===== src/rtl/ws2812_rx.sv =====
// WS2812 line decoder: classifies high pulses by width, assembles GRB words, emits RGB + strobes.
// Latency: din edge to state action 2 cycles; last falling edge to rgb_valid 3 cycles.
// Backpressure: none, every strobe lasts one cycle. Optional forwarding via WS2812_RX_FWD_EN.
module ws2812_rx #(
    parameter int CLK_FRE      = 27_000_000,
    parameter int WS2812_WIDTH = 24,
    parameter int BIT_THRESH   = CLK_FRE / 1_000_000 * 625 / 1000,
    parameter int MAX_HIGH     = CLK_FRE / 1_000_000 * 15 / 10,
    parameter int RESET_CYCLES = CLK_FRE / 1_000_000 * 50
) (
    input  logic        clk,
    input  logic        rst,
    input  logic        din,
    output logic [23:0] rgb_out,
    output logic        rgb_valid,
    output logic [8:0]  pixel_index,
    output logic        frame_end,
    output logic        err,
    output logic        dout
);
    localparam int BCW = $clog2(WS2812_WIDTH + 1);
    localparam logic [15:0]    THRESH_C = 16'(BIT_THRESH);
    localparam logic [15:0]    MAX_C    = 16'(MAX_HIGH);
    localparam logic [15:0]    RESET_C  = 16'(RESET_CYCLES);
    localparam logic [BCW-1:0] LAST_BIT = BCW'(WS2812_WIDTH - 1);

    typedef enum logic [1:0] {SYNC, IDLE, HIGH, LOW} state_t;

    state_t                  state_q, state_d;
    logic                    sync1_q, s_din_q, prev_q;
    logic [15:0]             cnt_q, cnt_d, cnt_inc;
    logic [WS2812_WIDTH-1:0] shift_q, shift_d, shift_new;
    logic [BCW-1:0]          bits_q, bits_d;
    logic [23:0]             rgb_q, rgb_d;
    logic                    valid_q, valid_d;
    logic [8:0]              idx_q, idx_d;
    logic                    fe_q, fe_d;
    logic                    err_q, err_d;
    logic                    rise, fall;

    assign rise      = s_din_q & ~prev_q;
    assign fall      = ~s_din_q & prev_q;
    assign cnt_inc   = (cnt_q == 16'hFFFF) ? cnt_q : cnt_q + 16'd1;
    assign shift_new = {shift_q[WS2812_WIDTH-2:0], (cnt_q >= THRESH_C)};

    always_comb begin
        state_d = state_q;
        cnt_d   = cnt_inc;
        shift_d = shift_q;
        bits_d  = bits_q;
        rgb_d   = rgb_q;
        valid_d = 1'b0;
        idx_d   = idx_q;
        fe_d    = 1'b0;
        err_d   = 1'b0;
        // Index advances right after the strobe that displayed it, sticking at 511.
        if (valid_q && idx_q != 9'd511) begin
            idx_d = idx_q + 9'd1;
        end
        case (state_q)
            SYNC: begin
                if (s_din_q) begin
                    cnt_d = 16'd0;
                end else if (cnt_q == RESET_C) begin
                    state_d = IDLE;
                end
            end
            IDLE: begin
                if (rise) begin
                    state_d = HIGH;
                    cnt_d   = 16'd1;
                end
            end
            HIGH: begin
                if (cnt_q > MAX_C) begin
                    err_d   = 1'b1;
                    state_d = SYNC;
                    cnt_d   = 16'd0;
                    shift_d = '0;
                    bits_d  = '0;
                    idx_d   = 9'd0;
                end else if (fall) begin
                    state_d = LOW;
                    cnt_d   = 16'd1;
                    shift_d = shift_new;
                    if (bits_q == LAST_BIT) begin
                        bits_d  = '0;
                        valid_d = 1'b1;
                        // Wire order is G,R,B; present as R,G,B.
                        rgb_d   = {shift_new[15:8], shift_new[23:16], shift_new[7:0]};
                    end else begin
                        bits_d = bits_q + BCW'(1);
                    end
                end
            end
            LOW: begin
                if (rise) begin
                    state_d = HIGH;
                    cnt_d   = 16'd1;
                end else if (cnt_q == RESET_C) begin
                    fe_d    = 1'b1;
                    err_d   = (bits_q != '0);
                    bits_d  = '0;
                    shift_d = '0;
                    idx_d   = 9'd0;
                    state_d = IDLE;
                end
            end
            default: state_d = SYNC;
        endcase
    end

    always_ff @(posedge clk) begin
        if (rst) begin
            state_q <= SYNC;
            sync1_q <= 1'b0;
            s_din_q <= 1'b0;
            prev_q  <= 1'b0;
            cnt_q   <= 16'd0;
            shift_q <= '0;
            bits_q  <= '0;
            rgb_q   <= 24'd0;
            valid_q <= 1'b0;
            idx_q   <= 9'd0;
            fe_q    <= 1'b0;
            err_q   <= 1'b0;
        end else begin
            state_q <= state_d;
            sync1_q <= din;
            s_din_q <= sync1_q;
            prev_q  <= s_din_q;
            cnt_q   <= cnt_d;
            shift_q <= shift_d;
            bits_q  <= bits_d;
            rgb_q   <= rgb_d;
            valid_q <= valid_d;
            idx_q   <= idx_d;
            fe_q    <= fe_d;
            err_q   <= err_d;
        end
    end

    assign rgb_out     = rgb_q;
    assign rgb_valid   = valid_q;
    assign pixel_index = idx_q;
    assign frame_end   = fe_q;
    assign err         = err_q;

`ifdef WS2812_RX_FWD_EN
    logic fwd_q;
    logic dout_q;

    // Pixel 0 of each frame is consumed; everything after it is passed downstream.
    always_ff @(posedge clk) begin
        if (rst) begin
            fwd_q  <= 1'b0;
            dout_q <= 1'b0;
        end else begin
            if (fe_d || err_d) begin
                fwd_q <= 1'b0;
            end else if (valid_q) begin
                fwd_q <= 1'b1;
            end
            dout_q <= fwd_q & s_din_q;
        end
    end

    assign dout = dout_q;
`else
    assign dout = 1'b0;
`endif

endmodule

===== config.mk =====
export PLATFORM = sky130hd
export DESIGN_NAME = ws2812_rx
export DESIGN_NICKNAME = d
export VERILOG_FILES = /design/src/rtl/ws2812_rx.sv
export SDC_FILE = /design/constraint.sdc
export NUM_CORES = 1
export LEC_CHECK = 0
export ABC_AREA = 1
export CORE_MARGIN = 4
export CORE_UTILIZATION = 61
export CTS_CLUSTER_SIZE = 8
export DETAILED_ROUTE_END_ITERATION = 6
export GPL_ROUTABILITY_DRIVEN = 0
export GPL_TIMING_DRIVEN = 0
export HOLD_SLACK_MARGIN = 0.03
export PLACE_DENSITY = 0.91
export SYNTH_ARGS = -nofsm -noshare
export SYNTH_HDL_FRONTEND = slang
export SYNTH_SLANG_ARGS = --single-unit

===== constraint.sdc =====
create_clock -name clk -period 3.8 [get_ports clk]
set_clock_uncertainty 0.15 [all_clocks]
set_input_delay 0.76 -clock clk [delete_from_list [all_inputs] [get_ports clk]]
set_output_delay 0.76 -clock clk [all_outputs]
set_load 0.02 [all_outputs]

==> After elaboration in Yosys (flattened, before gate mapping) <==
Cells that the tools add are included.
{ "totals": {"wordCells": 82, "mem_bits_rw": 0, "output_inout_bits": 37, "memories": 0, "latchBits": 0, "reg_bits": 85, "inputBits": 3, "romBits": 0} }
{ "op_classes": {"magnitude_cmp": 2, "n_addsub": 3, "n_eq_ne": 12, "shifts": 0, "div_mod_pow": 0, "reduce_logical": 10, "n_mux": 35, "multipliers": 0, "bitwise_logic": 8} }
{ "ops": {"columns": ["operator", "n"], "rows": [
  ["2-to-1 mux 23 bit", 4],
  ["2-to-1 mux 16 bit", 5],
  ["one-hot mux 16 bit (3 select lines)", 1],
  ["one-hot mux 23 bit (2 select lines)", 1],
  ["2-to-1 mux 9 bit", 4],
  ["2-to-1 mux 5 bit", 5],
  ["one-hot mux 9 bit (2 select lines)", 1],
  ["adder 16 x 1 -> 16 bit (second input constant)", 1],
  ["== test 16 x 11 -> 1 bit (second input constant)", 1],
  ["== test 16 bit (second input constant)", 1],
  [">= comparator 16 x 5 -> 1 bit (second input constant)", 1],
  ["greater-than comparator 16 x 6 -> 1 bit (second input constant)", 1],
  ["2-to-1 mux 2 bit", 6],
  ["one-hot mux 5 bit (2 select lines)", 1],
  ["adder 9 x 1 -> 9 bit (second input constant)", 1],
  ["!= test 9 bit (second input constant)", 1],
  ["!= test 2 bit (second input constant)", 4],
  ["one-hot mux 2 bit (4 select lines)", 1],
  ["AND reduction 4 bit", 2],
  ["inverter 1 bit", 6],
  ["adder 5 x 1 -> 5 bit (second input constant)", 1],
  ["== test 5 bit (second input constant)", 1],
  ["2-to-1 mux 1 bit", 5],
  ["nonzero test 5 bit", 1],
  ["other kinds (12)", 14]
]} }

==> Longest topological paths before layout <==
{ "logic_depth": {"word_depth": 6, "ltp_mapped": 14, "depth_no_buf": 14} }

==> Worst setup path before layout <==
No wires, ideal clock.
{ "synth_path": {"kind": "reg2reg", "start": "register idx_q[0] (netlist: pixel_index[0])", "end": "register idx_q[7] (netlist: pixel_index[7])", "stages_incl_launch_ff": 14, "arrival_time_ps": 1733, "path_buffers": 0, "period_less_slack_ps": 2001, "setup_ps": 118, "path_slack_ps": 1799, "required_ps": 3532, "path_cell_list": "dfxtp_1 > ha_1 > nand3_1 > nor3_1 > ha_1 > inv_1 > nand2_1 > inv_1 > nand2_1 > nor2_1 > nand2_1 > nor3_1 > xnor2_1 > nor2_1"} }
{ "synth_between": {"elab_chain_cells": 6, "word_cells_on_any_way": 8, "classes_between": "1 x add/sub; 1 x eq/ne; 5 x mux; 1 x reduce/logical"} }
{ "synth_lines": {"columns": ["item", "line", "text"], "rows": [
  ["start: declaration", "36", "logic [8:0] idx_q, idx_d;"],
  ["start signal: assignment", "137", "idx_q <= idx_d;"],
  ["parallel branches: the longest is 2 deep, another holds adder 9 x 1 -> 9 bit", null, null],
  ["2-to-1 mux 9 bit *", "57", "if (valid_q && idx_q != 9'd511) begin"],
  ["2-to-1 mux 9 bit", "100", "end else if (cnt_q == RESET_C) begin"],
  ["2-to-1 mux 9 bit", "97", "if (rise) begin"],
  ["one-hot mux 9 bit (2 select lines) *", "60", "case (state_q)"]
]} }
Mark *: on every way between the ends.
A chain may end at the register's enable or synchronous reset.

==> Worst setup path after layout <==
{ "layout_path": {"start": "register idx_q[1] (netlist: pixel_index[1])", "end": "output pixel_index[1]"} }
{ "layout_rtl": {"columns": ["item", "line", "text"], "rows": [
  ["end: declaration", "16", "output logic [8:0] pixel_index,"]
]} }
No word-level cell between the ends.

==> flow_summary.toml <==
[grt]
antenna_found_initial = 0
grt_pass1_wl_um = 16150
grt_remaining_overflow = 0
grt_pass1_vias = 3587
gr-usage-all-layers_pct = 23.47
grt_max_degree = 16

[yosys]
synthCells = 578
synth_area_per_cell_um2 = 7.232
synth_edf_count = 0
synthFlopType = "dfxtp_1"
synth.distinct_cells = 31
ys_seq_area_share_pct = 40.71
synth-seq-cells = 85
ys_warn_count = 0
synth.net_count = 588
async_reset_ff_share_pct = 0
synthesis.area_um2 = 4180

[cts]
cts_resized = 0
cts-htree-levels = 3
insertion_delay_ns = 0.37
cts.sinks = 85
tritoncts = "yes"
numCtsBuffers = 9
clk_pin_slew_ns = 0.08
clockBufferDepth = 2
post_cts_buffers = 0
cts_root_buf = "clkbuf_8"
cts_hold_buf = 0

[sta]
tns_ns = 0
hold_viol = 0
fmax_ghz = 0.4282
worst_pin_slew_ns = 0.5435
slew_headroom_pct = 63.77
slew_violations = 0
fin_crit_sh_pct = 61.46
setup_viol = 0
period_minus_slack_ns = 2.336
rsz0062_at_grt = "no"

[route]
drc = 0
ant_nets = 0
detail_route.wl_per_cell_um = 13.39
first_pass_iters = 5
drt_iter0_drc = 375
dr_total_vias = 3878
wl_um = 9480
via_per_inst = 5.477

[placement]
io_buffer_count = 37
place_hpwl_um = 6747
dp_cells = 692

[floorplanning]
die_area_um2 = 8241
fp.coreArea_um2 = 6495
initial_utilization_pct = 64.36
pin_count = 40
rows = 29
die_x_um = 90.78
die_height_um = 90.78

[critical_path]
critPathBufInv = 1
critPathRequiredTime_ns = 2.89
crit_path_end_kind = "output pin"
r2r_slack_ns = 1.71
cp_slowest_stage_delay_ns = 0.67
reg2reg_depth = 14
startpoint = "pixel_index[1]"
worst-setup-path-type = "reg2out"
path_max_fanout = 4
crit_slowest_cell = "clkdlybuf4s50_1"
cp_top_family = "buffers and inverters"
endpoint = "pixel_index[1]"
start_kind = "register"
cp.depth = 1
crit_chain = "clkdlybuf4s50_1"
rr_startpoint = "pixel_index[1]"
timing.rr.end = "pixel_index[5]"
crit_arrival_ns = 1.43

[min_path]
hp-start = "sync1_q"
hold_path.class = "reg2reg"

[power_and_ir_drop]
finalPower_mw = 1.663
p_leak_nw = 1.865
ir_worst_vdd_mv = 0.3300
power_density_nw_per_um2 = 341.5

[finish]
drive_above_1_share_pct = 11.89
nFillCells = 492
antenna_cells = 0
final_cells = 708
fin_nets = 636
layout_commonest_cell = "nand2_1"
most-common-layout-cells = "nand2_1, dfxtp_1, nor2_1, nand3_1, a21oi_1"
syn2layout_area_growth_pct = 16.46

[job]
maxCapViolCount = 0

[run_status]
outcome = "finished clean"
==> logic make-up (layout without fill, tap and decap cells) <==
logic type	count (synthesis)	count (layout)	share of synthesized area [%]
AOI/OAI and AO/OA	72	72	8.710
xor gates and xnor gates	8	8	1.676
DFF	85	85	40.71
other	1	1	0.08971
buffers and inverters	70	123	9.189
muxes	2	2	0.4789
and+or+nand+nor	333	333	37.05
adders and majority gates	7	7	2.095
==> synthesized netlist by cell type (5+ instances only) <==
cell type  count  area share, %
buf_2          7           0.84
nor2_2        14            2.1
nand2_2        5           0.75
nor2_1        82            7.4
o21ai_0       13            1.6
dfxtp_1       85             41
buf_4          6            1.1
nand2_1      129             12
nand3_1       77            9.2
inv_1         36            3.2
a21oi_1       55            6.6
buf_6          9            2.4
xor2_1         7            1.5
ha_1           7            2.1
clkbuf_1       5           0.45
nor3_1         9            1.1
nand4_1        6           0.90
==> metal layers <==
layer  GRT usage [%]  part of all wire [%]  up-vias
met3           6.083                   6.9       16
met2           39.59                    48      144
met1           29.20                    44     1751
met5               0                     0        -
li1                -                     -     1967
met4           7.538                   1.6        0
==> stage by stage <==
| step | worst slack [ns] | util (%) | instance area, µm² | hold slack, ns |
|---|---|---|---|---|
| after CTS | 1.457 | 74.96 | 4868 | 0.2532 |
| after detailed placement | 1.657 | 71.55 | 4647 | 0.2447 |
| after floorplan | 1.799 | - | 4180 | 0.2383 |
| final | 1.464 | 74.96 | 4868 | 0.2571 |
| after global routing | 1.418 | 74.96 | 4868 | 0.2700 |
| after global placement | 1.712 | 71.55 | 4647 | 0.2428 |
==> power breakdown <==
group | internal, mW | switching [mW] | total (mW)
Combinational | 0.0171 | 0.0342 | 0.0513
Sequential | 0.894 | 0.00419 | 0.898
Clock | 0.373 | 0.340 | 0.714
==> state kept, by name, indices dropped and copies added (netlist names) <==
name	flops
rgb_valid	1
err	1
s_din_q	1
shift_q	23
frame_end	1
rgb_out	24
state_q	2
sync1_q	1
cnt_q	16
prev_q	1
pixel_index	9
bits_q	5
==> area by class of cell <==
type	instances	area, µm²	area share, %
multi-input combinational	423	2095	43.02
timing repair buffer	37	370.4	7.607
sequential	85	1702	34.95
inverter	41	153.9	3.161
clock inverter	7	97.59	2.005
buffer	29	230.2	4.729
clock buffer	9	123.9	2.544
tap	77	96.34	1.979
==> worst min-delay path by stage <==
stage	to	slack, ns	cells after the start
after floorplan	s_din_q	0.24	2
after global placement	s_din_q	0.24	2
after detailed placement	s_din_q	0.24	2
after CTS	s_din_q	0.25	2
after global routing	s_din_q	0.27	2
final	s_din_q	0.26	2
Note: power is estimated with default switching activity, not from simulation.
